===== src/rtl/branch_compare_seq_if.sv =====
// Request/result bundle for the sequential branch comparator.
//
// Handshake: a request transfers on a rising clock edge where i_valid && o_ready
// are both high; a result transfers on an edge where o_valid && i_ready are both
// high. A side that raises valid keeps it and its payload steady until the
// transfer happens. i_flush is a synchronous abort and overrides both handshakes.
interface branch_compare_seq_if #(
   parameter int WIDTH = 32
);
   logic             i_valid;
   logic             o_ready;
   logic [WIDTH-1:0] i_rd1;
   logic [WIDTH-1:0] i_rd2;
   logic [2:0]       i_funct3;
   logic             i_flush;
   logic             o_valid;
   logic             i_ready;
   logic             o_br_equal;
   logic             o_br_less;
   logic             o_taken;
   logic             o_illegal;

   modport master (
      output i_valid, i_rd1, i_rd2, i_funct3, i_flush, i_ready,
      input  o_ready, o_valid, o_br_equal, o_br_less, o_taken, o_illegal
   );

   modport slave (
      input  i_valid, i_rd1, i_rd2, i_funct3, i_flush, i_ready,
      output o_ready, o_valid, o_br_equal, o_br_less, o_taken, o_illegal
   );
endinterface


===== src/rtl/branch_compare_seq.sv =====
// Multi-cycle RISC-V branch comparator: walks the operands CHUNK bits per cycle
// from the most significant chunk down and stops at the first differing chunk.
// Signed modes flip the sign bit of the top chunk so an unsigned chunk compare
// gives the two's-complement ordering.
module branch_compare_seq #(
   parameter int WIDTH = 32,
   parameter int CHUNK = 8
) (
   input  logic                 i_clk,
   input  logic                 i_rst_n,
   branch_compare_seq_if.slave  cmp_if,
   output logic [1:0]           o_dbg_state
);
   localparam int NCH = WIDTH / CHUNK;
   localparam int IW  = (NCH > 1) ? $clog2(NCH) : 1;

   typedef enum logic [1:0] {
      S_IDLE = 2'd0,
      S_RUN  = 2'd1,
      S_DONE = 2'd2
   } state_t;

   state_t             state_q, state_d;
   logic [IW-1:0]      idx_q;
   logic [WIDTH-1:0]   a_q, b_q;
   logic [2:0]         f3_q;
   logic               eq_q, lt_q, taken_q, ill_q;

   logic [CHUNK-1:0]   chunk_a, chunk_b;
   logic               chunk_ne, chunk_lt, last_chunk, decide, accept;
   logic               eq_d, lt_d, taken_d, ill_d;

   // Select the current chunk, apply sign correction, and derive the result flags.
   always_comb begin
      chunk_a = a_q[int'(idx_q)*CHUNK +: CHUNK];
      chunk_b = b_q[int'(idx_q)*CHUNK +: CHUNK];
      if (!f3_q[1] && (idx_q == IW'(NCH-1))) begin
         chunk_a[CHUNK-1] = ~chunk_a[CHUNK-1];
         chunk_b[CHUNK-1] = ~chunk_b[CHUNK-1];
      end
      chunk_ne   = (chunk_a != chunk_b);
      chunk_lt   = (chunk_a < chunk_b);
      last_chunk = (idx_q == '0);
      accept     = (state_q == S_IDLE) && cmp_if.i_valid && !cmp_if.i_flush;
      decide     = (state_q == S_RUN) && !cmp_if.i_flush && (chunk_ne || last_chunk);
      eq_d       = !chunk_ne;
      lt_d       = chunk_ne && chunk_lt;
      ill_d      = (f3_q[2:1] == 2'b01);
      case (f3_q)
         3'b000:         taken_d = eq_d;
         3'b001:         taken_d = !eq_d;
         3'b100, 3'b110: taken_d = lt_d;
         3'b101, 3'b111: taken_d = !lt_d;
         default:        taken_d = 1'b0;
      endcase
   end

   // State register.
   always_ff @(posedge i_clk or negedge i_rst_n) begin
      if (!i_rst_n) state_q <= S_IDLE;
      else          state_q <= state_d;
   end

   // Next-state logic; flush beats every handshake.
   always_comb begin
      state_d = state_q;
      if (cmp_if.i_flush) begin
         state_d = S_IDLE;
      end else begin
         case (state_q)
            S_IDLE:  if (cmp_if.i_valid) state_d = S_RUN;
            S_RUN:   if (chunk_ne || last_chunk) state_d = S_DONE;
            S_DONE:  if (cmp_if.i_ready) state_d = S_IDLE;
            default: state_d = S_IDLE;
         endcase
      end
   end

   // Operand capture, chunk index walk, and result flag registers.
   always_ff @(posedge i_clk or negedge i_rst_n) begin
      if (!i_rst_n) begin
         idx_q   <= '0;
         a_q     <= '0;
         b_q     <= '0;
         f3_q    <= '0;
         eq_q    <= 1'b0;
         lt_q    <= 1'b0;
         taken_q <= 1'b0;
         ill_q   <= 1'b0;
      end else if (accept) begin
         a_q   <= cmp_if.i_rd1;
         b_q   <= cmp_if.i_rd2;
         f3_q  <= cmp_if.i_funct3;
         idx_q <= IW'(NCH-1);
      end else if (decide) begin
         eq_q    <= eq_d;
         lt_q    <= lt_d;
         taken_q <= taken_d;
         ill_q   <= ill_d;
      end else if ((state_q == S_RUN) && !cmp_if.i_flush) begin
         idx_q <= idx_q - IW'(1);
      end
   end

   // Outputs are decoded from state and the result registers only.
   always_comb begin
      cmp_if.o_ready      = (state_q == S_IDLE);
      cmp_if.o_valid      = (state_q == S_DONE);
      cmp_if.o_br_equal   = eq_q;
      cmp_if.o_br_less    = lt_q;
      cmp_if.o_taken      = taken_q;
      cmp_if.o_illegal    = ill_q;
      o_dbg_state         = state_q;
   end
endmodule


===== src/flat_wrapper.sv =====
// flat-port wrapper written by rule: the top's interface ports become plain ports
module branch_compare_seq_flat 
#(
   parameter int WIDTH = 32,
   parameter int CHUNK = 8
)
  (i_clk, i_rst_n, o_dbg_state, cmp_if_i_valid, cmp_if_i_rd1, cmp_if_i_rd2, cmp_if_i_funct3, cmp_if_i_flush, cmp_if_i_ready, cmp_if_o_ready, cmp_if_o_valid, cmp_if_o_br_equal, cmp_if_o_br_less, cmp_if_o_taken, cmp_if_o_illegal);
  branch_compare_seq_if #(.WIDTH(WIDTH)) cmp_if_i ();
  input  logic i_clk;
  input  logic i_rst_n;
  output logic [1:0] o_dbg_state;
  input wire logic [$bits(cmp_if_i.i_valid)-1:0] cmp_if_i_valid;
  input wire logic [$bits(cmp_if_i.i_rd1)-1:0] cmp_if_i_rd1;
  input wire logic [$bits(cmp_if_i.i_rd2)-1:0] cmp_if_i_rd2;
  input wire logic [$bits(cmp_if_i.i_funct3)-1:0] cmp_if_i_funct3;
  input wire logic [$bits(cmp_if_i.i_flush)-1:0] cmp_if_i_flush;
  input wire logic [$bits(cmp_if_i.i_ready)-1:0] cmp_if_i_ready;
  output wire logic [$bits(cmp_if_i.o_ready)-1:0] cmp_if_o_ready;
  output wire logic [$bits(cmp_if_i.o_valid)-1:0] cmp_if_o_valid;
  output wire logic [$bits(cmp_if_i.o_br_equal)-1:0] cmp_if_o_br_equal;
  output wire logic [$bits(cmp_if_i.o_br_less)-1:0] cmp_if_o_br_less;
  output wire logic [$bits(cmp_if_i.o_taken)-1:0] cmp_if_o_taken;
  output wire logic [$bits(cmp_if_i.o_illegal)-1:0] cmp_if_o_illegal;
  assign cmp_if_i.i_valid = cmp_if_i_valid;
  assign cmp_if_i.i_rd1 = cmp_if_i_rd1;
  assign cmp_if_i.i_rd2 = cmp_if_i_rd2;
  assign cmp_if_i.i_funct3 = cmp_if_i_funct3;
  assign cmp_if_i.i_flush = cmp_if_i_flush;
  assign cmp_if_i.i_ready = cmp_if_i_ready;
  assign cmp_if_o_ready = cmp_if_i.o_ready;
  assign cmp_if_o_valid = cmp_if_i.o_valid;
  assign cmp_if_o_br_equal = cmp_if_i.o_br_equal;
  assign cmp_if_o_br_less = cmp_if_i.o_br_less;
  assign cmp_if_o_taken = cmp_if_i.o_taken;
  assign cmp_if_o_illegal = cmp_if_i.o_illegal;
  branch_compare_seq #(.WIDTH(WIDTH), .CHUNK(CHUNK)) u_core (.i_clk(i_clk), .i_rst_n(i_rst_n), .cmp_if(cmp_if_i), .o_dbg_state(o_dbg_state));
endmodule

===== config.mk =====
export PLATFORM = sky130hd
export DESIGN_NAME = branch_compare_seq_flat
export DESIGN_NICKNAME = d
export VERILOG_FILES = /design/src/rtl/branch_compare_seq_if.sv /design/src/rtl/branch_compare_seq.sv /design/src/flat_wrapper.sv
export SDC_FILE = /design/constraint.sdc
export NUM_CORES = 1
export LEC_CHECK = 0
export CAP_MARGIN = 20
export CORE_MARGIN = 2
export CORE_UTILIZATION = 54
export CTS_CLUSTER_SIZE = 30
export DETAILED_ROUTE_END_ITERATION = 7
export PLACE_DENSITY = 0.84
export SYNTH_ARGS = -nofsm -noshare
export SYNTH_HDL_FRONTEND = slang
export SYNTH_SLANG_ARGS = --single-unit

===== constraint.sdc =====
create_clock -name i_clk -period 5.32 [get_ports i_clk]
set_input_delay 1.064 -clock i_clk [delete_from_list [all_inputs] [get_ports i_clk]]
set_output_delay 1.064 -clock i_clk [all_outputs]
set_load 0.05 [all_outputs]

==> summary.txt, run 1 <==
Run status
  • Status: completed

Clock tree
  • TritonCTS clock tree: yes
  • Clk root buf: clkbuf_8
  • Post-CTS sizing: 0
  • H-Tree Depth: 3
  • CTS Buffer Depth: 2
  • CTS sink count: 75
  • Worst-skew pair later-pin latency: 0.34 ns
  • Post-CTS Setup Inserts: 0
  • Num CTS Buffers: 9
  • Clock-pin transition on the worst setup and hold timing paths: approximately 0.07 ns
  • Hold buffers post-CTS: 0

Place
  • I/O Buffers: 79
  • RD Place Congestion: between 0.7 and 0.8
  • DP HPWL: approximately 4.5 mm

Synth
  • Synthesized area per cell: roughly 16 µm²
  • Top post-synthesis cells by count: dfrtp_1 (75), mux2_2 (55), mux4_2 (16), inv_1 (11)
  • Most common cell in the netlist: dfrtp_1
  • Synthesized netlist cell count: 230
  • Flops & latches, synth: 75
  • Synth unique cells: 30
  • Share of the synthesized area in the top cell type: a little over half
  • Syn. warnings: 0
  • Async SR Flop Fraction: 100.0%
  • Top_reg_cell synth: dfrtp_1
  • Seq/Total Area, Yosys: between 50% and 60%
  • Cell taking the most area after synthesis: dfrtp_1
  • Mapped Area: between 0.003 and 0.004 mm²
  • Mapped Nets: ~310
  • Ranking of synthesized cells by area: dfrtp_1 (53%), mux2_2 (17%), mux4_2 (10%), mux2_4 (4.2%), ha_1 (3.5%)
  • Post-synth EDFFs: 0

STA
  • Tightest Pin Transition: between 0.9 and 1 ns
  • Fin Setup TNS: 0 ns
  • Max Slew Vio Count: 0
  • Fin Clk Skew: around 0.0082 ns
  • Final period util: between 50 and 60%
  • Fmax: roughly 330 MHz
  • RSZ-0062 raised after global routing: false
  • Final setup fails: 0
  • Hold slack: between 0.4 and 0.5 ns
  • Final hold vios: 0
  • Post-route minimum period: 3.066 ns
  • Max-Slew Margin vs Limit: just under 40%

Routing
  • Routed wire length: between 6 and 7 mm
  • Initial DRT Pass Iterations: 5
  • Drc violations: 0
  • Antenna-violating nets left: 0
  • DR vias/cell: roughly 5.4
  • Vias post-DR: 2118
  • Drt initial violations: approximately 110
  • Avg WL per Cell: between 15 and 20 µm

Global routing
  • Antenna violations before repair: 0
  • Largest net degree at the start of global routing: 76
  • GRT Util Overall: 19.05%
  • First-pass GRT wire length: between 10 and 15 mm
  • Vias in the first global route: between 2000 and 2500
  • Grt ovf: 0

Die
  • IO Pins: 80
  • Die Wd: between 80 and 90 µm
  • Std-Cell Rows: 29
  • Starting Density: a little under three fifths
  • Die H: roughly 85 µm
  • Core area: between 0.006 and 0.007 mm²
  • Total die area: 0.007282 mm²

Cells and area
  • Layout cells sized above 1: ~34%
  • Antenna cells: 0
  • # fillers: 441
  • Nets@finish: between 300 and 400
  • Layout area overhead: 28.02%

Worst setup path
  • CP max FO: 11
  • Critical Path AT: approximately 3.3 ns
  • CP startpoint kind: flip-flop
  • CP Capture Type: flip-flop
  • Critical Path RT: 5.55 ns
  • Worst Path Class, Setup: flip-flop to flip-flop

Power and ir drop
  • Peak supply drop: 0.0002883 V
  • Pwr dens: approximately 360 mW/mm²
  • Static Leak: about 1.9 nW
  • Total power draw: 1.667 mW

Worst hold path
  • Worst hold-check path type: flip-flop to flip-flop

Job
  • Max Cap Viol: 0
==> final timing paths <==
kind / start / endpoint / slack (ns) / depth (start not counted)
worst max-delay path: u_core.idx_q[0] / u_core.cmp_if.o_taken / 2.25 / 9
worst min-delay path: u_core.a_q[23] / u_core.a_q[23] / 0.49 / 1
worst max register to register: u_core.idx_q[0] / u_core.cmp_if.o_taken / 2.25 / 9
worst min register to register: u_core.a_q[23] / u_core.a_q[23] / 0.49 / 1
max in group asynchronous: i_rst_n / u_core.b_q[20] / 3.87 / 1
min in group asynchronous: i_rst_n / u_core.a_q[4] / 0.84 / 1
==> state kept, by name (all words and copies together), names as in the netlist <==
name                      cells
u_core.b_q                   32
u_core.f3_q                   3
u_core.o_dbg_state            2
u_core.cmp_if.o_br_less       1
u_core.cmp_if.o_taken         1
u_core.cmp_if.o_br_equal      1
u_core.a_q                   32
u_core.idx_q                  2
u_core.cmp_if.o_illegal       1
==> routing by layer <==
| metal | GRT usage, % | share of wire, % | up-vias |
|---|---|---|---|
| met2 | 30.61 | 50 | 55 |
| met4 | 7.792 | 1.1 | 0 |
| met1 | 25.78 | 44 | 1060 |
| met3 | 3.599 | 4.7 | 5 |
| met5 | 0 | 0 | - |
| li1 | - | - | 998 |
==> critical path, stage by stage, from the launching register on <==
cell       delay (ns)
dfrtp_1          0.72
buf_4            0.32
mux4_2           0.52
ha_1             0.30
nand2b_1         0.16
a2111oi_2        0.37
o31ai_1          0.13
o22ai_1          0.15
xor2_1           0.09
a22o_1           0.19
==> metrics by stage <==
step,utilization [%],worst slack (ns),std cells,area (µm²)
floorplan,-,2.579,230,3572
global placement,68.46,2.158,377,4372
detailed placement,68.46,2.125,377,4372
CTS,71.61,2.212,392,4573
global route,71.61,1.955,392,4573
finish,71.61,2.254,392,4573
==> cells by family after synthesis <==
kind of cell	after synthesis	share of synthesized area, %
adder cells (fa/ha/maj)	10	3.503
buffers and inverters	22	3.958
XOR/XNOR	4	0.9809
flip-flops	75	52.54
AO/OA/AOI/OAI	16	3.187
multiplexers	82	31.94
AND/OR/NAND/NOR	21	3.888
==> layout by cell type (no fill, tap or decap), types with 4 or more instances in the layout <==
| cell | count |
|---|---|
| mux2_4 | 10 |
| a21oi_1 | 4 |
| nand2b_1 | 5 |
| dfrtp_1 | 75 |
| ha_1 | 10 |
| clkbuf_8 | 11 |
| mux2_2 | 55 |
| nand2_1 | 6 |
| mux4_2 | 16 |
| inv_1 | 11 |
| clkdlybuf4s50_1 | 78 |
==> power breakdown <==
| part | internal [mW] | switching, mW | leakage, nW | total [mW] |
|---|---|---|---|---|
| combinational | 0.275 | 0.182 | 0.957 | 0.457 |
| sequential | 0.696 | 0.0720 | 0.884 | 0.768 |
| clock | 0.239 | 0.203 | 0.0974 | 0.442 |
| total | 1.21 | 0.458 | 1.94 | 1.67 |
==> area by class of cell <==
cell class	instances	area, µm²	share of cell area, %
flip-flops and latches	75	1877	41.04
multi-input cells	133	1554	33.98
repair buffers	81	803.3	17.56
clock buffers	11	151.4	3.311
well taps	77	96.34	2.107
clock inverters	4	50.05	1.094
inverters	11	41.29	0.9029
No activity file was read; power rests on OpenSTA's default activity.
==> run 2, diff against run 1 <==
CORE_UTILIZATION = 45   (was 54)
PLACE_DENSITY = 0.74   (was 0.84)
clock period = 2.7 ns   (was 5.32 ns; I/O delays follow)
==> run 2 against run 1 <==
  * Wire length up 8.2%
  * Critical path type unchanged
  * First-iteration DRC count down 51%
  * Utilization down 10 points
  * Largest cell class unchanged
==> summary.txt, run 2 (same netlist as run 1, synthesis figures left out) <==
STA
  • Fin Setup TNS: 0 ns
  • Fin Clk Skew: ~0.010 ns
  • Final period util: just under 100%
  • Hold slack: roughly 0.33 ns
  • Max-Slew Margin vs Limit: a little under 40%
  • Max Slew Vio Count: 0
  • Final setup fails: 0
  • Post-route minimum period: 2.675 ns
  • Final hold vios: 0
  • RSZ-0062 raised after global routing: true
  • Tightest Pin Transition: between 0.9 and 1 ns
  • Fmax: roughly 370 MHz

Worst setup path
  • Worst Path Class, Setup: flip-flop to flip-flop
  • RR Startpoint: u_core.idx_q[0]
  • CP startpoint kind: flip-flop
  • Critical Path RT: 2.94 ns
  • CP max FO: 5
  • Critical Path AT: 2.92 ns
  • Setup crit start: u_core.idx_q[0]
  • CP Capture Type: flip-flop

Routing
  • Routed wire length: roughly 7 mm
  • Avg WL per Cell: between 15 and 20 µm
  • Drc violations: 0
  • Wire length on met3: between 300 and 400 µm
  • Antenna-violating nets left: 0
  • Drt initial violations: 55
  • Vias post-DR: 2163
  • DR vias/cell: ~5.1
  • Met1 Wirelength: between 2 and 3 mm
  • Initial DRT Pass Iterations: 4
  • Max layer used: met4
  • Met2 wire length: between 3 and 4 mm

Cells and area
  • Biggest regs: u_core.a_q: 32 flops, u_core.b_q: 32 flops, u_core.f3_q: 3 flops
  • Layout cells sized above 1: between 30% and 40%
  • Most common cell after layout, fill and taps aside: clkdlybuf4s50_1
  • Commonest cells after routing, fill and taps aside: clkdlybuf4s50_1 (78), dfrtp_1 (75), mux2_2 (55)
  • Final instance count without filler cells: around 420
  • # fillers: 589
  • Layout area overhead: 33.13%
  • Fin area: 0.004756 mm²
  • Nets@finish: roughly 400
  • Antenna cells: 0

Place
  • Cell count after placement: 407
  • DP HPWL: just under 5 mm
  • I/O Buffers: slightly below 80
  • RD Place Congestion: 0.7569
  • Area post-placement: roughly 0.0045 mm²

Run status
  • Status: completed

Global routing
  • GRT Util Overall: between 10% and 20%
  • Largest net degree at the start of global routing: 76
  • Antenna violations before repair: 0
  • First-pass GRT wire length: 10.99 mm
  • Grt ovf: 0
  • Vias in the first global route: 2235

Die
  • IO Pins: 80
  • Starting Density: approximately 46%
  • Die H: slightly above 90 µm
  • Std-Cell Rows: 32
  • Core area: between 0.007 and 0.008 mm²
  • Total die area: 0.008667 mm²
  • Die Wd: between 90 and 100 µm

Clock tree
  • H-Tree Depth: 3
  • Hold buffers post-CTS: 0
  • Worst-skew pair later-pin latency: 0.35 ns
  • CTS sink count: 75
  • TritonCTS clock tree: yes
  • Clk root buf: clkbuf_8
  • Clock-pin transition on the worst setup and hold timing paths: approximately 0.08 ns
  • CTS Buffer Depth: 2
  • Num CTS Buffers: 9

Power and ir drop
  • Peak supply drop: between 0.0002 and 0.0003 V
  • Total power draw: ~3.5 mW
  • Static Leak: 2.000 nW
  • Pwr dens: between 700 and 800 mW/mm²

Job
  • Max Cap Viol: 0

Worst hold path
  • Worst hold-check path type: input pin to asynchronous set/reset pin
## run 2: metrics by stage
| step | worst slack [ns] | utilization, % |
|---|---|---|
| global placement | 0.09298 | 57.79 |
| CTS | 0.01667 | 61.12 |
| global route | -0.1206 | 61.54 |
| floorplan | 0.04172 | - |
| detailed placement | 0.003271 | 57.79 |
| finish | 0.02475 | 61.54 |
## run 2: what timing repair did
item | CTS | global route
buffers inserted | 0 | 1
pin swaps | 0 | 7
cloned | 0 | 0
resized for setup | 4 | 4
setup endpoints to repair | 3 | 3
## run 2: where the power goes
group | leakage, nW | switching (mW) | internal (mW)
clock network | 0.114 | 0.429 | 0.555
logic | 1.00 | 0.418 | 0.598
registers | 0.884 | 0.144 | 1.37
total | 2.00 | 0.991 | 2.52
## run 2: layer usage
metal / vias up / GRT usage, %
met2: 61 / 28.02
li1: 1013 / -
met4: 0 / 5.637
met3: 9 / 5.238
met1: 1080 / 20.98
met5: - / 0
## run 2: final timing paths
check	endpoint	slack, ns	cells after the start
max	u_core.idx_q[1]	0.02	10
min	u_core.a_q[0]	0.33	1
max reg2reg	u_core.idx_q[1]	0.02	10
min reg2reg	u_core.cmp_if.o_illegal	0.49	2
max in group asynchronous	u_core.b_q[24]	1.80	1
min in group i_clk	u_core.cmp_if.o_illegal	0.49	2
## run 2: worst max-delay path, stage by stage (launching register included)
cell      delay (ns)
dfrtp_1         0.41
buf_6           0.15
mux4_2          0.50
xor2_1          0.16
ha_1            0.32
nand4_1         0.19
or2_4           0.32
nor3b_4         0.27
nand2_1         0.08
o21ai_0         0.08
nand2b_1        0.08
## run 2: area by class of cell
cell class | count | area (µm²) | area share, %
inverter | 11 | 41.29 | 0.8682
clock buffer | 10 | 137.6 | 2.894
sequential | 75 | 1877 | 39.46
timing repair buffer | 87 | 877.1 | 18.44
tap | 102 | 127.6 | 2.683
clock inverter | 6 | 93.84 | 1.973
multi-input combinational | 133 | 1602 | 33.68
==> run 3, diff against run 2 <==
GPL_ROUTABILITY_DRIVEN = 1   (was default)
==> results of run 3 <==
Same layout as run 2: the final DEF is identical, and so are final timing and power.
